**src/rtl/doorbell_scheduler.sv**
```systemverilog
//----------------------------------------------------------------------------
// doorbell_scheduler
//
// Turns host doorbell strobes into round-robin per-queue descriptor requests.
// A pending bitmap remembers which queues were rung; an in-flight bitmap makes
// sure each queue has at most one request outstanding. The provider->engine
// response handshake is snooped to retire in-flight requests. Queues that
// report a nonzero status (empty or error) stop being polled. Queues that
// delivered a descriptor (status 0) stay pending and are polled again.
//
// Optional build macro:
//   DOORBELL_SCHED_STATS_EN - adds the db_cnt / req_cnt / db_err_cnt
//                             saturating statistics counters and ports.
//
// Ports:
//   clk              in   single clock
//   rst              in   asynchronous, active-high reset
//   sched_enable     in   0 = load no new request (a held request completes)
//   doorbell_queue   in   queue number that was rung
//   doorbell_valid   in   single-cycle doorbell strobe, no back-pressure
//   desc_req_qnum    out  requested queue
//   desc_req_valid   out  request valid (held stable until desc_req_ready)
//   desc_req_ready   in   provider accepts the request
//   desc_rsp_qnum    in   snooped response queue
//   desc_rsp_status  in   snooped status, 0 = descriptor delivered
//   desc_rsp_valid   in   snooped response valid
//   desc_rsp_ready   in   snooped response ready
//   outstanding_cnt  out  requests accepted but not yet answered
//   sched_idle       out  registered: nothing pending, in flight or held
//   db_cnt           out  accepted doorbells             (stats build only)
//   req_cnt          out  completed request handshakes   (stats build only)
//   db_err_cnt       out  dropped doorbells + orphan rsp (stats build only)
//----------------------------------------------------------------------------
module doorbell_scheduler #(
    parameter int QUEUE_COUNT        = 32,
    parameter int QUEUE_NUMBER_WIDTH = 6,
    parameter int STATUS_WIDTH       = 4,
    parameter int MAX_OUTSTANDING    = 8
) (
    input  logic                          clk,
    input  logic                          rst,
    input  logic                          sched_enable,
    input  logic [QUEUE_NUMBER_WIDTH-1:0] doorbell_queue,
    input  logic                          doorbell_valid,
    output logic [QUEUE_NUMBER_WIDTH-1:0] desc_req_qnum,
    output logic                          desc_req_valid,
    input  logic                          desc_req_ready,
    input  logic [QUEUE_NUMBER_WIDTH-1:0] desc_rsp_qnum,
    input  logic [STATUS_WIDTH-1:0]       desc_rsp_status,
    input  logic                          desc_rsp_valid,
    input  logic                          desc_rsp_ready,
    output logic [3:0]                    outstanding_cnt,
    output logic                          sched_idle
`ifdef DOORBELL_SCHED_STATS_EN
    ,
    output logic [31:0]                   db_cnt,
    output logic [31:0]                   req_cnt,
    output logic [31:0]                   db_err_cnt
`endif
);

    localparam int                     QW      = QUEUE_NUMBER_WIDTH;
    localparam logic [QW:0]            QCOUNT  = (QW+1)'(QUEUE_COUNT);
    localparam logic [3:0]             MAX_OUT = 4'(MAX_OUTSTANDING);
    localparam logic [QUEUE_COUNT-1:0] ONE     = QUEUE_COUNT'(1);

    // (base + off) mod QUEUE_COUNT; both operands are already below
    // QUEUE_COUNT, so a single conditional subtraction is enough.
    function automatic logic [QW-1:0] wrap_add(input logic [QW-1:0] base,
                                               input logic [QW-1:0] off);
        logic [QW:0] sum;
        sum = {1'b0, base} + {1'b0, off};
        if (sum >= QCOUNT) begin
            sum = sum - QCOUNT;
        end
        return sum[QW-1:0];
    endfunction

    //------------------------------------------------------------------------
    // State
    //------------------------------------------------------------------------
    logic [QUEUE_COUNT-1:0] pending_q,  pending_d;
    logic [QUEUE_COUNT-1:0] inflight_q, inflight_d;
    logic [QW-1:0]          rr_ptr_q,   rr_ptr_d;
    logic                   req_valid_q, req_valid_d;
    logic [QW-1:0]          req_qnum_q,  req_qnum_d;
    logic [3:0]             outstanding_q, outstanding_d;
    logic                   idle_q, idle_d;

    //------------------------------------------------------------------------
    // Event decode
    //------------------------------------------------------------------------
    logic                   req_hs;
    logic                   rsp_hs;
    logic                   rsp_match;
    logic                   rsp_ok;
    logic                   rsp_error;
    logic                   db_in_range;
    logic                   db_accept;
    logic [QUEUE_COUNT-1:0] db_onehot;
    logic [QUEUE_COUNT-1:0] rsp_onehot;
    logic [QUEUE_COUNT-1:0] req_onehot;

    assign req_hs      = req_valid_q & desc_req_ready;
    assign rsp_hs      = desc_rsp_valid & desc_rsp_ready;

    // Shifting a one past the top of the vector yields zero, so
    // out-of-range queue numbers decode to an empty mask.
    assign db_onehot   = ONE << doorbell_queue;
    assign rsp_onehot  = ONE << desc_rsp_qnum;
    assign req_onehot  = ONE << req_qnum_q;

    assign db_in_range = {1'b0, doorbell_queue} < QCOUNT;
    assign db_accept   = doorbell_valid & db_in_range;

    // A response only counts if its queue really has a request in flight;
    // anything else (including responses after a reset) is an orphan.
    assign rsp_match   = |(inflight_q & rsp_onehot);
    assign rsp_ok      = rsp_hs & rsp_match;
    assign rsp_error   = desc_rsp_status != '0;

    //------------------------------------------------------------------------
    // Round-robin selection
    //------------------------------------------------------------------------
    logic [QUEUE_COUNT-1:0]   eligible;
    logic [2*QUEUE_COUNT-1:0] elig_dbl;
    logic [QUEUE_COUNT-1:0]   elig_rot;
    logic [QW-1:0]            next_after_req;
    logic [QW-1:0]            search_base;
    logic [QW-1:0]            sel_off;
    logic                     sel_found;
    logic [QW-1:0]            sel_qnum;
    logic                     req_load;

    // The queue handshaking this cycle is about to become in flight, so it
    // is masked out now to keep back-to-back issue from repeating it.
    assign eligible       = pending_q & ~inflight_q & ~(req_hs ? req_onehot : '0);

    assign next_after_req = wrap_add(req_qnum_q, QW'(1));
    // Search from where the pointer will be after this cycle's handshake.
    assign search_base    = req_hs ? next_after_req : rr_ptr_q;

    // Rotate so that bit 0 corresponds to search_base; the lowest set bit
    // of the rotated vector is then the next queue in round-robin order.
    assign elig_dbl       = {eligible, eligible};
    assign elig_rot       = QUEUE_COUNT'(elig_dbl >> search_base);

    // NOTE: every signal driven from always_comb gets a default assignment
    // at the top of the block so no path can leave it unassigned (latch).
    always_comb begin
        sel_found = 1'b0;
        sel_off   = '0;
        for (int i = QUEUE_COUNT - 1; i >= 0; i--) begin
            if (elig_rot[i]) begin
                sel_found = 1'b1;
                sel_off   = QW'(i);
            end
        end
    end

    assign sel_qnum = wrap_add(search_base, sel_off);

    //------------------------------------------------------------------------
    // Next-state logic
    //------------------------------------------------------------------------
    always_comb begin
        outstanding_d = outstanding_q;
        if (req_hs && !rsp_ok) begin
            outstanding_d = outstanding_q + 4'd1;
        end else if (!req_hs && rsp_ok) begin
            outstanding_d = outstanding_q - 4'd1;
        end
    end

    // The cap is tested against the count after this cycle's handshake and
    // retirement, so the held request can never push it past the limit.
    assign req_load = (~req_valid_q | req_hs) & sched_enable & sel_found &
                      (outstanding_d < MAX_OUT);

    always_comb begin
        req_valid_d = req_valid_q;
        req_qnum_d  = req_qnum_q;
        if (req_load) begin
            req_valid_d = 1'b1;
            req_qnum_d  = sel_qnum;
        end else if (req_hs) begin
            req_valid_d = 1'b0;
        end
    end

    always_comb begin
        pending_d = pending_q;
        // Clear first, set second: a doorbell in the same cycle as an
        // empty/error response for the same queue keeps it pending.
        if (rsp_ok && rsp_error) begin
            pending_d = pending_d & ~rsp_onehot;
        end
        if (db_accept) begin
            pending_d = pending_d | db_onehot;
        end
    end

    always_comb begin
        inflight_d = inflight_q;
        if (rsp_ok) begin
            inflight_d = inflight_d & ~rsp_onehot;
        end
        if (req_hs) begin
            inflight_d = inflight_d | req_onehot;
        end
    end

    assign rr_ptr_d = req_hs ? next_after_req : rr_ptr_q;

    // Idle is judged on the current state and registered, so it reflects a
    // state change one cycle after it happens.
    assign idle_d   = (pending_q == '0) && (inflight_q == '0) && !req_valid_q;

    //------------------------------------------------------------------------
    // Registers
    //------------------------------------------------------------------------
    // NOTE: sequential state uses non-blocking assignments so every register
    // samples the pre-edge value of the others, independent of block order.
    always_ff @(posedge clk or posedge rst) begin
        if (rst) begin
            pending_q     <= '0;
            inflight_q    <= '0;
            rr_ptr_q      <= '0;
            req_valid_q   <= 1'b0;
            req_qnum_q    <= '0;
            outstanding_q <= '0;
            idle_q        <= 1'b1;
        end else begin
            pending_q     <= pending_d;
            inflight_q    <= inflight_d;
            rr_ptr_q      <= rr_ptr_d;
            req_valid_q   <= req_valid_d;
            req_qnum_q    <= req_qnum_d;
            outstanding_q <= outstanding_d;
            idle_q        <= idle_d;
        end
    end

    assign desc_req_valid  = req_valid_q;
    assign desc_req_qnum   = req_qnum_q;
    assign outstanding_cnt = outstanding_q;
    assign sched_idle      = idle_q;

`ifdef DOORBELL_SCHED_STATS_EN
    //------------------------------------------------------------------------
    // Statistics (saturating)
    //------------------------------------------------------------------------
    function automatic logic [31:0] sat_add(input logic [31:0] val,
                                            input logic [1:0]  inc);
        logic [32:0] sum;
        sum = {1'b0, val} + {31'b0, inc};
        return sum[32] ? 32'hFFFF_FFFF : sum[31:0];
    endfunction

    logic        db_drop;
    logic        rsp_orphan;
    logic [1:0]  err_inc;
    logic [31:0] db_cnt_q, req_cnt_q, db_err_cnt_q;

    assign db_drop    = doorbell_valid & ~db_in_range;
    assign rsp_orphan = rsp_hs & ~rsp_match;
    // A dropped doorbell and an orphan response can land in the same cycle.
    assign err_inc    = {1'b0, db_drop} + {1'b0, rsp_orphan};

    always_ff @(posedge clk or posedge rst) begin
        if (rst) begin
            db_cnt_q     <= '0;
            req_cnt_q    <= '0;
            db_err_cnt_q <= '0;
        end else begin
            db_cnt_q     <= sat_add(db_cnt_q, {1'b0, db_accept});
            req_cnt_q    <= sat_add(req_cnt_q, {1'b0, req_hs});
            db_err_cnt_q <= sat_add(db_err_cnt_q, err_inc);
        end
    end

    assign db_cnt     = db_cnt_q;
    assign req_cnt    = req_cnt_q;
    assign db_err_cnt = db_err_cnt_q;
`endif

endmodule

```
**config.mk**
```make
export PLATFORM = sky130hd
export DESIGN_NAME = doorbell_scheduler
export DESIGN_NICKNAME = d
export VERILOG_FILES = /design/src/rtl/doorbell_scheduler.sv
export SDC_FILE = /design/constraint.sdc
export NUM_CORES = 1
export LEC_CHECK = 0
export BUFFER_PORTS_ARGS = -buffer_cell sky130_fd_sc_hd__buf_4
export CELL_PAD_IN_SITES_DETAIL_PLACEMENT = 2
export CELL_PAD_IN_SITES_GLOBAL_PLACEMENT = 2
export CORE_ASPECT_RATIO = 1.25
export CORE_MARGIN = 2
export CORE_UTILIZATION = 34
export CTS_CLUSTER_SIZE = 8
export DETAILED_ROUTE_END_ITERATION = 10
export MAX_ROUTING_LAYER = met4
export PLACE_DENSITY_LB_ADDON = 0.12
export REMOVE_ABC_BUFFERS = 1
export SYNTH_ARGS = -nofsm -noshare
export SYNTH_HDL_FRONTEND = slang
export SYNTH_SLANG_ARGS = --single-unit
```
**constraint.sdc**
```tcl
create_clock -name clk -period 5.1 [get_ports clk]
set_input_delay 0.255 -clock clk [delete_from_list [all_inputs] [get_ports clk]]
set_output_delay 0.255 -clock clk [all_outputs]
set_load 0.01 [all_outputs]
```
* Yosys cells after proc, flatten, opt, wreduce, memory -nomap -nowiden
Index checks and enable logic that the tools add are counted.
Widths: inputs -> output; s select.
** Storage, ports and cells
- Flip-flop bits (word level) :: 82
- Memories :: 0
- Output and inout bits :: 12
- Latch bits :: 0
- Bits in read-only memories :: 0
- Bits in writable memories :: 0
** Operators by class
- Reductions and logical operators :: 13
- Magnitude comparators :: 4
- Multiply operators :: 0
- Mux-type cells :: 76
- $add $sub $neg :: 6
- Bitwise gates (word level) :: 19
- Equal/unequal tests :: 0
- Div/mod/pow operators :: 0
- Shifts and indexed selects :: 4
** Operators with widths (count)
- $mux 6 :: 34
- $and 32x32->32 :: 5
- $mux 32 :: 5
- $not 32->32 :: 3
- $shl 1x6->32 const A :: 3
- $logic_not 32->1 :: 2
- $or 32x32->32 :: 2
- $shr 64x6->32 :: 1
- $mux 1 :: 34
- $reduce_or 32->1 :: 1
- $ge 7x6->1 const B :: 2
- $sub 6x6->6 const B :: 2
- $mux 4 :: 2
- $add 6x1->7 const B :: 1
- $add 6x6->7 :: 1
- $and 1x1->1 :: 7
- $lt 6x6->1 const B :: 1
- $logic_and 1x1->1 :: 5
- $mux 5 :: 1
- $add 4x1->4 const B :: 1
- $lt 4x4->1 const B :: 1
- $reduce_bool 4->1 :: 1
- $sub 4x1->4 const B :: 1
- $logic_not 1->1 :: 3
- other kinds (3) :: 3

* Depth between registers and ports, before layout
Gate-level depths: netlist of the first run.
- Depth after elaboration :: 40
- Mapped depth :: 27

* Worst setup path after synthesis of the first run
OpenSTA, ideal clock, no wires.
- Kind :: register -> register
- Start point :: register req_qnum_q[0], in the netlist desc_req_qnum[0]
- End point :: register req_qnum_q[4], in the netlist desc_req_qnum[4]
- Setup time :: 0.125 ns
- Data required time :: 4.975 ns
- Path slack :: 0.052 ns
- Data arrival time :: 4.923 ns
- Cell stages (with the launch flop) :: 26
- Buffers on the path :: 3
- Cells stage by stage :: dfrtp_1 > clkbuf_1 > inv_1 > ha_1 > and3_1 > a21o_1 > buf_4 > inv_2 > buf_2 > nand2_1 > a32oi_1 > o21ai_1 > o21ai_0 > mux2_2 > o221ai_1 > a221o_1 > or3_1 > o21ai_0 > ha_1 > inv_1 > fa_1 > inv_1 > a21oi_1 > o21bai_1 > xor2_1 > mux2_4
** Between the ends
- Word-level cells in the longest chain between the ends :: 40
- Elaborated cells between the ends (all ways) :: 80
- Classes of those cells :: add/sub (4); order compare (2); shift (2); mux (68); bitwise (4)
** Ends and longest elaborated chain
- from (decl) :: line 86 : logic [QW-1:0] req_qnum_q, req_qnum_d;
- from (signal assigned) :: line 238 : req_qnum_q <= req_qnum_d;
- $add 6x1->7 or $shl 1x6->32 (tied branches) :: line 72, 111
- $sub 6x6->6 (tied with other cells) :: line 74 : sum = sum - QCOUNT;
- $mux 6 or $not 32->32 (tied branches) :: line 73, 137
- $mux 6 or $and 32x32->32 (tied branches)
- $shr 64x6->32 :: line 146 : assign elig_rot = QUEUE_COUNT'(elig_dbl >> search_base);
- $mux 5 :: line 154 : if (elig_rot[i]) begin
- $mux 6 (31 in series) :: line 154
- $add 6x6->7 :: line 72 : sum = {1'b0, base} + {1'b0, off};
- $sub 6x6->6 or $ge 7x6->1 (tied branches) :: line 74, 73
- $mux 6 :: line 73 : if (sum >= QCOUNT) begin
Several ways; a longest one is shown, not always the timed one.
A chain may end at the register's enable or synchronous reset.

* Final worst setup path of the first run
Same ends and word-level chain as after synthesis.

==> results_dict.tcl, run 1 <==
set metrics [dict create \
    clock-sinks 82 \
    grt_use_total 0.382 \
    grt_pass1_wl_um 68800 \
    nets 1296 \
    first_iter_violations 790 \
    routed_wl_um 52700 \
    htree_levels 3 \
    die_y_um 174 \
    cts_made_buffers 9 \
    die_w_um 140 \
    insertion_delay_ns 0.37 \
    worstPathMaxFanout 5 \
    grt_max_degree 58 \
    overflow 0 \
    antenna_found_initial 0 \
    synthArstFlopShare 1.00 \
    crit_required_ns 5.35 \
    vias 10800 \
    synth.yosys.warnings 0 \
    worst_slew_pin_slew_ns 0.826 \
    synth.avg_cell_area_um2 7.56 \
    skew_ns 0.0197 \
    via_per_inst 6.95 \
    start_util 0.343 \
    area_growth_pct 40.3 \
    cts_tree "done" \
    drv_cap 0 \
    dr_wl_met3_um 2840 \
    nFillCells 2564 \
    grt_pass1_vias 11000 \
    root_buffer "clkbuf_16" \
    io_buffers 34 \
    yosysMostFrequentCell "o21ai_0" \
    ant_nets 0 \
    critPathLaunchType "flip-flop" \
    drc 0 \
    setup_viol 4 \
    ff2ff_path_depth 25 \
    diodes 0 \
    syn_inst 1036 \
    ys_ff_latch 82 \
    dieArea_um2 24300 \
    dr.pass1.iters 5 \
    ioPinCount 35 \
    multi_input_area_um2 5880 \
    drive_gt1_frac 0.343 \
    core.rowCount 62 \
    hold_path.class "in2reg" \
    top_layer_used "met4" \
    netlist_area_um2 7830 \
    violations "negative setup slack" \
    synthDominantCellAreaShare 0.259 \
    synth_edf_count 0 \
    period_share 1.05 \
    synthFlopType "dfrtp_1" \
    wl_met1_um 18400 \
    route.met2.wl_um 26300 \
    cts_max_path_buffers 2 \
    drv_slew 0 \
    cp-end-kind "flip-flop" \
    final.setup.worst_slack_ns -0.250 \
    status "complete, but fails checks" \
    clk_pin_slew_ns 0.08 \
    placeableCoreArea_um2 22800 \
    yosys-top-cells-area "dfrtp_1 (26%), o21ai_0 (11%), o22ai_1 (5.5%)" \
    slew_headroom 0.450 \
    finalCriticalPeriod_ns 5.35 \
    arrival_ns 5.60 \
    synth_commonest_cells "o21ai_0 (168), nor2_1 (82), dfrtp_1 (81)" \
    place.gp.congestion 0.975 \
    crit_type "reg2reg" \
    hold_depth 2 \
    hold_viol_final 0 \
    hpwl_um 34700 \
    synth_cell_types 84 \
    seqCellArea_um2 2060 \
    yosys.area.top_type "dfrtp_1" \
    fmax_mhz 187 \
    wl_per_cell_um 34.0 \
    synth_seq_area_share 0.262 \
    utilization 0.482 \
]
[flip-flops by register name, summed over array words and instances, names as in the netlist]
signal and count:
sched_idle 1, pending_q 32, desc_req_qnum 6, inflight_q 32
rr_ptr_q 6, desc_req_valid 1, outstanding_cnt 4
[cells by family (layout without fill, tap and decap cells)]
family	Yosys count	count (layout)	synth area share
fa+ha+maj	16	16	0.0265
simple gates	360	360	0.235
mux	43	43	0.0641
buf+inv	100	326	0.0564
xor+xnor	5	5	0.00559
compound gates	430	430	0.351
flops	82	82	0.262
[per-stage QoR]
step / instances / cell area [µm²] / setup slack, ns / hold slack (ns) / setup TNS (ns)
3_3_place_gp: 1501 / 9810 / -0.0404 / 0.292 / -0.0541
6_report: 1550 / 11000 / -0.250 / 0.164 / -0.705
2_1_floorplan: 970 / 7520 / -1.19 / 0.353 / -4.84
5_1_grt: 1550 / 11000 / -0.374 / 0.180 / -1.40
3_5_place_dp: 1501 / 9810 / -0.318 / 0.300 / -0.719
4_1_cts: 1526 / 10400 / -0.000364 / 0.151 / -0.000364
[area by class of cell]
type | count | share of cell area
Clock buffer | 10 | 0.0217
Clock inverter | 6 | 0.00433
Inverter | 34 | 0.0126
Multi-Input combinational cell | 854 | 0.535
Sequential cell | 82 | 0.187
Tap cell | 288 | 0.0328
Timing Repair Buffer | 276 | 0.207
[final timing paths]
kind	startpoint	to	slack, ns
max	desc_req_qnum[0]$_DFFE_PP0P_	desc_req_qnum[4]$_DFFE_PP0P_	-0.25
min	doorbell_queue[3]	pending_q[21]$_DFF_PP0_	0.16
max reg2reg	desc_req_qnum[0]$_DFFE_PP0P_	desc_req_qnum[4]$_DFFE_PP0P_	-0.25
min reg2reg	pending_q[16]$_DFF_PP0_	pending_q[16]$_DFF_PP0_	0.56
max in group asynchronous	rst	inflight_q[0]$_DFF_PP0_	3.41
min in group asynchronous	rst	pending_q[10]$_DFF_PP0_	0.46
[critical path, stage by stage, from the launching register on]
cell and delay, ns:
dfrtp_1 0.43, inv_2 0.09, ha_4 0.30, and4b_1 0.25
a31oi_4 0.08, buf_12 0.19, buf_4 0.16, buf_4 0.15
o22ai_1 0.18, nor3_1 0.09, buf_4 0.17, a211oi_2 0.48
a21oi_2 0.09, buf_4 0.17, o22ai_1 0.34, o221ai_1 0.19
or3_4 0.35, o21ai_2 0.15, ha_2 0.22, inv_2 0.05
fa_2 0.36, inv_2 0.07, a21oi_2 0.05, o21bai_1 0.20
xor2_1 0.11, mux2_4 0.28
[cells in the final DEF, fill, tap and decap left out, types with 8 or more instances in the layout]
cell       instances
o22ai_2           21
nand2_1           74
inv_1             26
o21ai_1           22
a21oi_1           27
o21ai_0          156
nor3_1            38
nand4_1            9
nor4_1            20
o211ai_1           9
nand2b_1          11
a21oi_2            9
nand3b_1           8
nor2b_1           35
a22oi_1           18
a311o_1            9
clkbuf_16         11
a211oi_1          10
o22ai_1           47
buf_12            10
nand3_1           34
nor2_1            74
dfrtp_1           79
a31oi_1            8
ha_1               8
buf_4            260
mux2i_1           23
[what timing repair did]
action                                  CTS  global route
gates cloned                              1             2
endpoints found under the setup margin    4             4
pin swaps                                 4            29
setup buffers                             7            22
hold endpoints to repair                 25             0
hold buffers                              1             0
resized for setup                        44            90
[metal layers]
layer | vias to the layer above | global-route usage
met5 | - | -
met4 | 0 | 0.268
met3 | 286 | 0.0448
met2 | 595 | 0.667
met1 | 5483 | 0.396
li1 | 4403 | -
Power of run 1 is not shown: default switching activity piles up to over one toggle a cycle in this logic, so the estimate is an artifact.
==> inputs of run 2 (changes only) <==
--- a/config.mk
+++ b/config.mk
@@ -13,6 +13,7 @@
 export CORE_UTILIZATION = 34
 export CTS_CLUSTER_SIZE = 8
 export DETAILED_ROUTE_END_ITERATION = 10
+export GPL_TIMING_DRIVEN = 0
 export MAX_ROUTING_LAYER = met4
 export PLACE_DENSITY_LB_ADDON = 0.12
 export REMOVE_ABC_BUFFERS = 1
==> run 2 against run 1 <==
Against the previous run: the flow still finishes with violations (negative setup slack); register-to-register slack got worse by 0.64 ns; clock skew up 0.0028 ns; first-iteration DRC count is 48% higher; count of clock-buffer cells in the layout decreased by 1; worst setup slack got worse by 0.64 ns; critical path depth fell by 6; sequential cell count stayed put; fmax down 11%; design area increased by 2.0%; via count is 6.5% higher; critical path type unchanged.
==> results_dict.tcl, run 2 (synthesis results as in run 1) <==
set metrics [dict create \
    status "complete, but fails checks" \
    violations "negative setup slack" \
    antenna_found_initial 4 \
    area_growth_pct 43.1 \
    setup_viol 7 \
    nets 1200 \
    drv_slew 0 \
    core.rowCount 62 \
    clk_pin_slew_ns 0.09 \
    dr_wl_met3_um 6970 \
    hold_viol_final 0 \
    vias 11500 \
    grt_max_degree 59 \
    place.gp.congestion 0.943 \
    cp_top_family "compound AO/OA/AOI/OAI gates" \
    hold_path.class "in2reg" \
    wl_met1_um 20800 \
    top_layer_used "met4" \
    grt_use_total 0.385 \
    path_buf_inv 3 \
    clock-sinks 82 \
    worst_hold_slack_ns 0.155 \
    cp-end-kind "flip-flop" \
    ant_nets 0 \
    critical_path.cell_chain "inv_1 -> a31oi_4 -> nor2_2 -> or3_1 -> mux4_2 -> nor2_4 -> o22ai_4 -> a2111oi_0 -> o21a_1 -> o21ai_2 -> ha_2 -> inv_2 -> fa_2 -> inv_2 -> a21oi_2 -> o21bai_2 -> a31oi_1 -> nor2_1 -> mux2_4" \
    min-delay-start "doorbell_queue[3]" \
    seqCellArea_um2 2070 \
    io_buffers 34 \
    slowest_delay_ns 0.75 \
    utilization 0.491 \
    critPathLaunchType "flip-flop" \
    first_iter_violations 1173 \
    insertion_delay_ns 0.39 \
    hpwl_um 29000 \
    drc 0 \
    reg.largest.list "inflight_q: 32 flops, pending_q: 32 flops" \
    dr.pass1.iters 7 \
    cts_made_buffers 9 \
    cp_common_cell "inv_2" \
    final.setup.worst_slack_ns -0.890 \
    grt_pass1_vias 10500 \
    ioPinCount 35 \
    htree_levels 3 \
    worst_slew_pin_slew_ns 1.13 \
    die_w_um 140 \
    worstSetupStartpoint "rr_ptr_q[0]$_DFF_PP0_" \
    nFillCells 2451 \
    layout_commonest_cell "o21ai_0" \
    crit_required_ns 5.38 \
    crit_type "reg2reg" \
    arrival_ns 6.27 \
    placeableCoreArea_um2 22800 \
    fmax_mhz 167 \
    rsz0062_at_grt "yes" \
    drv_cap 0 \
    cpMaxStageDelayCell "a2111oi_0" \
    worstPathMaxFanout 11 \
    slew_headroom 0.247 \
    route.met2.wl_um 27400 \
    start_util 0.343 \
    drive_gt1_frac 0.351 \
    die_y_um 174 \
    grt_pass1_wl_um 69000 \
    pre_cts_ws_ns -2.87 \
    skew_ns 0.0225 \
    routed_wl_um 62800 \
    wl_per_cell_um 43.0 \
    multi_input_area_um2 6720 \
    layout_common_cells "o21ai_0 (149), buf_4 (141), nand2_1 (73), dfrtp_1 (73), nor2_1 (65)" \
    overflow 0 \
    finalCriticalPeriod_ns 5.99 \
    finalSetupTns_ns -4.20 \
    cts_max_path_buffers 2 \
    period_share 1.17 \
    dieArea_um2 24300 \
    via_per_inst 7.86 \
    reg2reg_from "rr_ptr_q[0]$_DFF_PP0_" \
    root_buffer "clkbuf_16" \
    cts_tree "done" \
]
[run 2: final cells by class]
cell class,instances,share of cell area
multi-input cells,867,0.599
repair buffers,161,0.129
repair inverters,6,0.00703
clock inverters,7,0.00848
flip-flops and latches,82,0.184
clock buffers,9,0.0201
inverters,34,0.0184
diodes,5,0.00112
well taps,288,0.0322
[run 2: path summary, 6_finish.rpt]
kind / end / slack, ns / depth (start not counted)
setup / recovery: desc_req_qnum[5]$_DFFE_PP0P_ / -0.89 / 19
hold / removal: pending_q[23]$_DFF_PP0_ / 0.16 / 2
setup reg to reg: desc_req_qnum[5]$_DFFE_PP0P_ / -0.89 / 19
hold reg to reg: sched_idle$_DFF_PP1_ / 0.57 / 3
max in group asynchronous: inflight_q[16]$_DFF_PP0_ / 3.96 / 4
min in group asynchronous: pending_q[8]$_DFF_PP0_ / 0.43 / 3
[run 2: timing repair]
item,4_1_cts,5_1_grt
pin swaps,16,55
setup buffers,48,72
endpoints found under the hold margin,24,0
gates resized for setup,142,137
gates cloned,14,7
hold buffers,1,0
endpoints found under the setup margin,7,4
[run 2: stage by stage]
| step | cells | area (µm²) |
|---|---|---|
| 6_report | 1459 | 11200 |
| 5_1_grt | 1458 | 11200 |
| 4_1_cts | 1375 | 9800 |
| 3_5_place_dp | 1296 | 8220 |
| 3_3_place_gp | 1292 | 8130 |
| 2_1_floorplan | 970 | 7520 |
[run 2: metal layers]
metal / track usage / up-vias
met2: 0.640 / 980
met5: - / -
li1: - / 4274
met3: 0.0610 / 564
met1: 0.409 / 5651
met4: 0.292 / 0
Power of run 2 is left out for the same reason.
==> inputs of run 3 (changes only) <==
--- a/config.mk
+++ b/config.mk
@@ -17,6 +17,7 @@
 export MAX_ROUTING_LAYER = met4
 export PLACE_DENSITY_LB_ADDON = 0.12
 export REMOVE_ABC_BUFFERS = 1
+export SETUP_SLACK_MARGIN = 0.02
 export SYNTH_ARGS = -nofsm -noshare
 export SYNTH_HDL_FRONTEND = slang
 export SYNTH_SLANG_ARGS = --single-unit
==> run 3 against run 2 <==
Against the previous run: the flow still finishes with violations (negative setup slack); count of clock-buffer cells in the layout is the same; register-to-register slack gained 0.31 ns; critical path depth shrank 1; sequential cell count is the same; cell count shrank 0.41%; first-iteration DRC count shrank 9.8%; global-route usage grew 0.81 points; die area is the same; core utilization shrank 0.49 points; largest cell class unchanged.
==> results_dict.tcl, run 3 (synthesis results as in run 1) <==
set metrics [dict create \
    cts_tree "done" \
    clock-sinks 82 \
    period_share 1.11 \
    placed_cells 1296 \
    layout_common_cells "o21ai_0 (153), buf_4 (142), nand2_1 (73), dfrtp_1 (73), nor2_1 (67)" \
    io_buffers 34 \
    skew_ns 0.0137 \
    reg.largest.list "inflight_q: 32 flops, pending_q: 32 flops" \
    worst_slew_pin_slew_ns 1.14 \
    seqCellArea_um2 2070 \
    vias 10900 \
    cp-end-kind "flip-flop" \
    multi_input_area_um2 6670 \
    cts_max_path_buffers 2 \
    hpwl_um 29000 \
    pre_cts_ws_ns -2.87 \
    arrival_ns 5.94 \
    grt_max_degree 59 \
    drv_cap 0 \
    antenna_found_initial 3 \
    die_w_um 140 \
    slew_headroom 0.239 \
    final.setup.worst_slack_ns -0.577 \
    grt_pass1_vias 10600 \
    place.gp.congestion 0.943 \
    rsz0062_at_grt "yes" \
    drive_gt1_frac 0.343 \
    hold_viol_final 0 \
    finalCriticalPeriod_ns 5.68 \
    die_y_um 174 \
    via_per_inst 7.53 \
    instances_no_fill 1453 \
    area_growth_pct 41.7 \
    violations "negative setup slack" \
    grt_pass1_wl_um 70000 \
    wl_per_cell_um 40.6 \
    ioPinCount 35 \
    hold_path.class "in2reg" \
    cts_made_buffers 9 \
    grt_use_total 0.393 \
    routed_wl_um 59000 \
    dr.pass1.iters 6 \
    crit_required_ns 5.36 \
    nets 1196 \
    fmax_mhz 176 \
    first_iter_violations 1058 \
    drv_slew 0 \
    start_util 0.343 \
    critPathLaunchType "flip-flop" \
    overflow 0 \
    ant_nets 0 \
    worstPathMaxFanout 6 \
    nFillCells 2495 \
    insertion_delay_ns 0.37 \
    dieArea_um2 24300 \
    setup_viol 5 \
    clk_pin_slew_ns 0.07 \
    placeableCoreArea_um2 22800 \
    drc 0 \
    worst_hold_slack_ns 0.149 \
    core.rowCount 62 \
    root_buffer "clkbuf_16" \
    htree_levels 3 \
    crit_type "reg2reg" \
    layout_commonest_cell "o21ai_0" \
    status "complete, but fails checks" \
]
## run 3: cell count changes in the layout (fill, tap and decap cells not counted), sizes merged
cell,change
mux2i,-1
clkinv,+1
diode,-2
o31a,-1
inv,-1
clkbuf,-2
## run 3: path summary, 6_finish.rpt
check | from | cells past startpoint | to | slack (ns)
worst max-delay path | desc_req_qnum[0]$_DFFE_PP0P_ | 18 | desc_req_qnum[5]$_DFFE_PP0P_ | -0.58
worst min-delay path | doorbell_queue[3] | 2 | pending_q[22]$_DFF_PP0_ | 0.15
worst max register to register | desc_req_qnum[0]$_DFFE_PP0P_ | 18 | desc_req_qnum[5]$_DFFE_PP0P_ | -0.58
worst min register to register | pending_q[28]$_DFF_PP0_ | 2 | pending_q[28]$_DFF_PP0_ | 0.57
max in group asynchronous | rst | 4 | inflight_q[4]$_DFF_PP0_ | 4.00
min in group asynchronous | rst | 3 | inflight_q[31]$_DFF_PP0_ | 0.44
## run 3: critical path, cell delays in order, from the launching register on
cell and delay, ns:
dfrtp_2 0.51, inv_4 0.09, ha_4 0.34, and4b_4 0.47, a31oi_4 0.15, nor2_1 0.49, nor3_2 0.14, a2111oi_0 0.99
o32ai_4 0.30, o211ai_1 0.29, nor3_1 0.13, a21o_1 0.19, a31oi_1 0.22, ha_1 0.32, a21oi_2 0.22, o21bai_1 0.12
a31oi_1 0.18, nor2_1 0.09, mux2_4 0.28
## run 3: per-stage QoR
| step | area (µm²) | util | TNS, ns |
|---|---|---|---|
| 6_report | 11100 | 0.487 | -1.96 |
| 5_1_grt | 11100 | 0.487 | -2.09 |
| 4_1_cts | 9820 | 0.430 | 0 |
| 3_5_place_dp | 8220 | 0.360 | -15.77 |
| 3_3_place_gp | 8130 | 0.357 | -24.66 |
| 2_1_floorplan | 7520 | - | -4.84 |
## run 3: layer usage
metal / vias to the layer above / global-route usage / share of wire
li1: 4247 / - / -
met1: 5380 / 0.421 / 0.33
met2: 843 / 0.647 / 0.45
met3: 467 / 0.0660 / 0.10
met4: 0 / 0.297 / 0.12
met5: - / - / 0
## run 3: final cells by class
type,count,area share
Clock buffer,9,0.0203
Clock inverter,7,0.00857
Inverter,34,0.0184
Timing Repair Buffer,159,0.125
Multi-Input combinational cell,865,0.601
Timing Repair inverter,6,0.00756
Tap cell,288,0.0325
Sequential cell,82,0.187
Antenna cell,3,0.000677
## run 3: repair_timing
action | 4_1_cts | 5_1_grt
resized for setup | 145 | 122
buffers inserted | 48 | 71
hold endpoints to repair | 24 | 0
endpoints found under the setup margin | 7 | 6
gates cloned | 15 | 3
hold buffers | 1 | 0
pin swaps | 17 | 53
Power of run 3 is left out for the same reason.
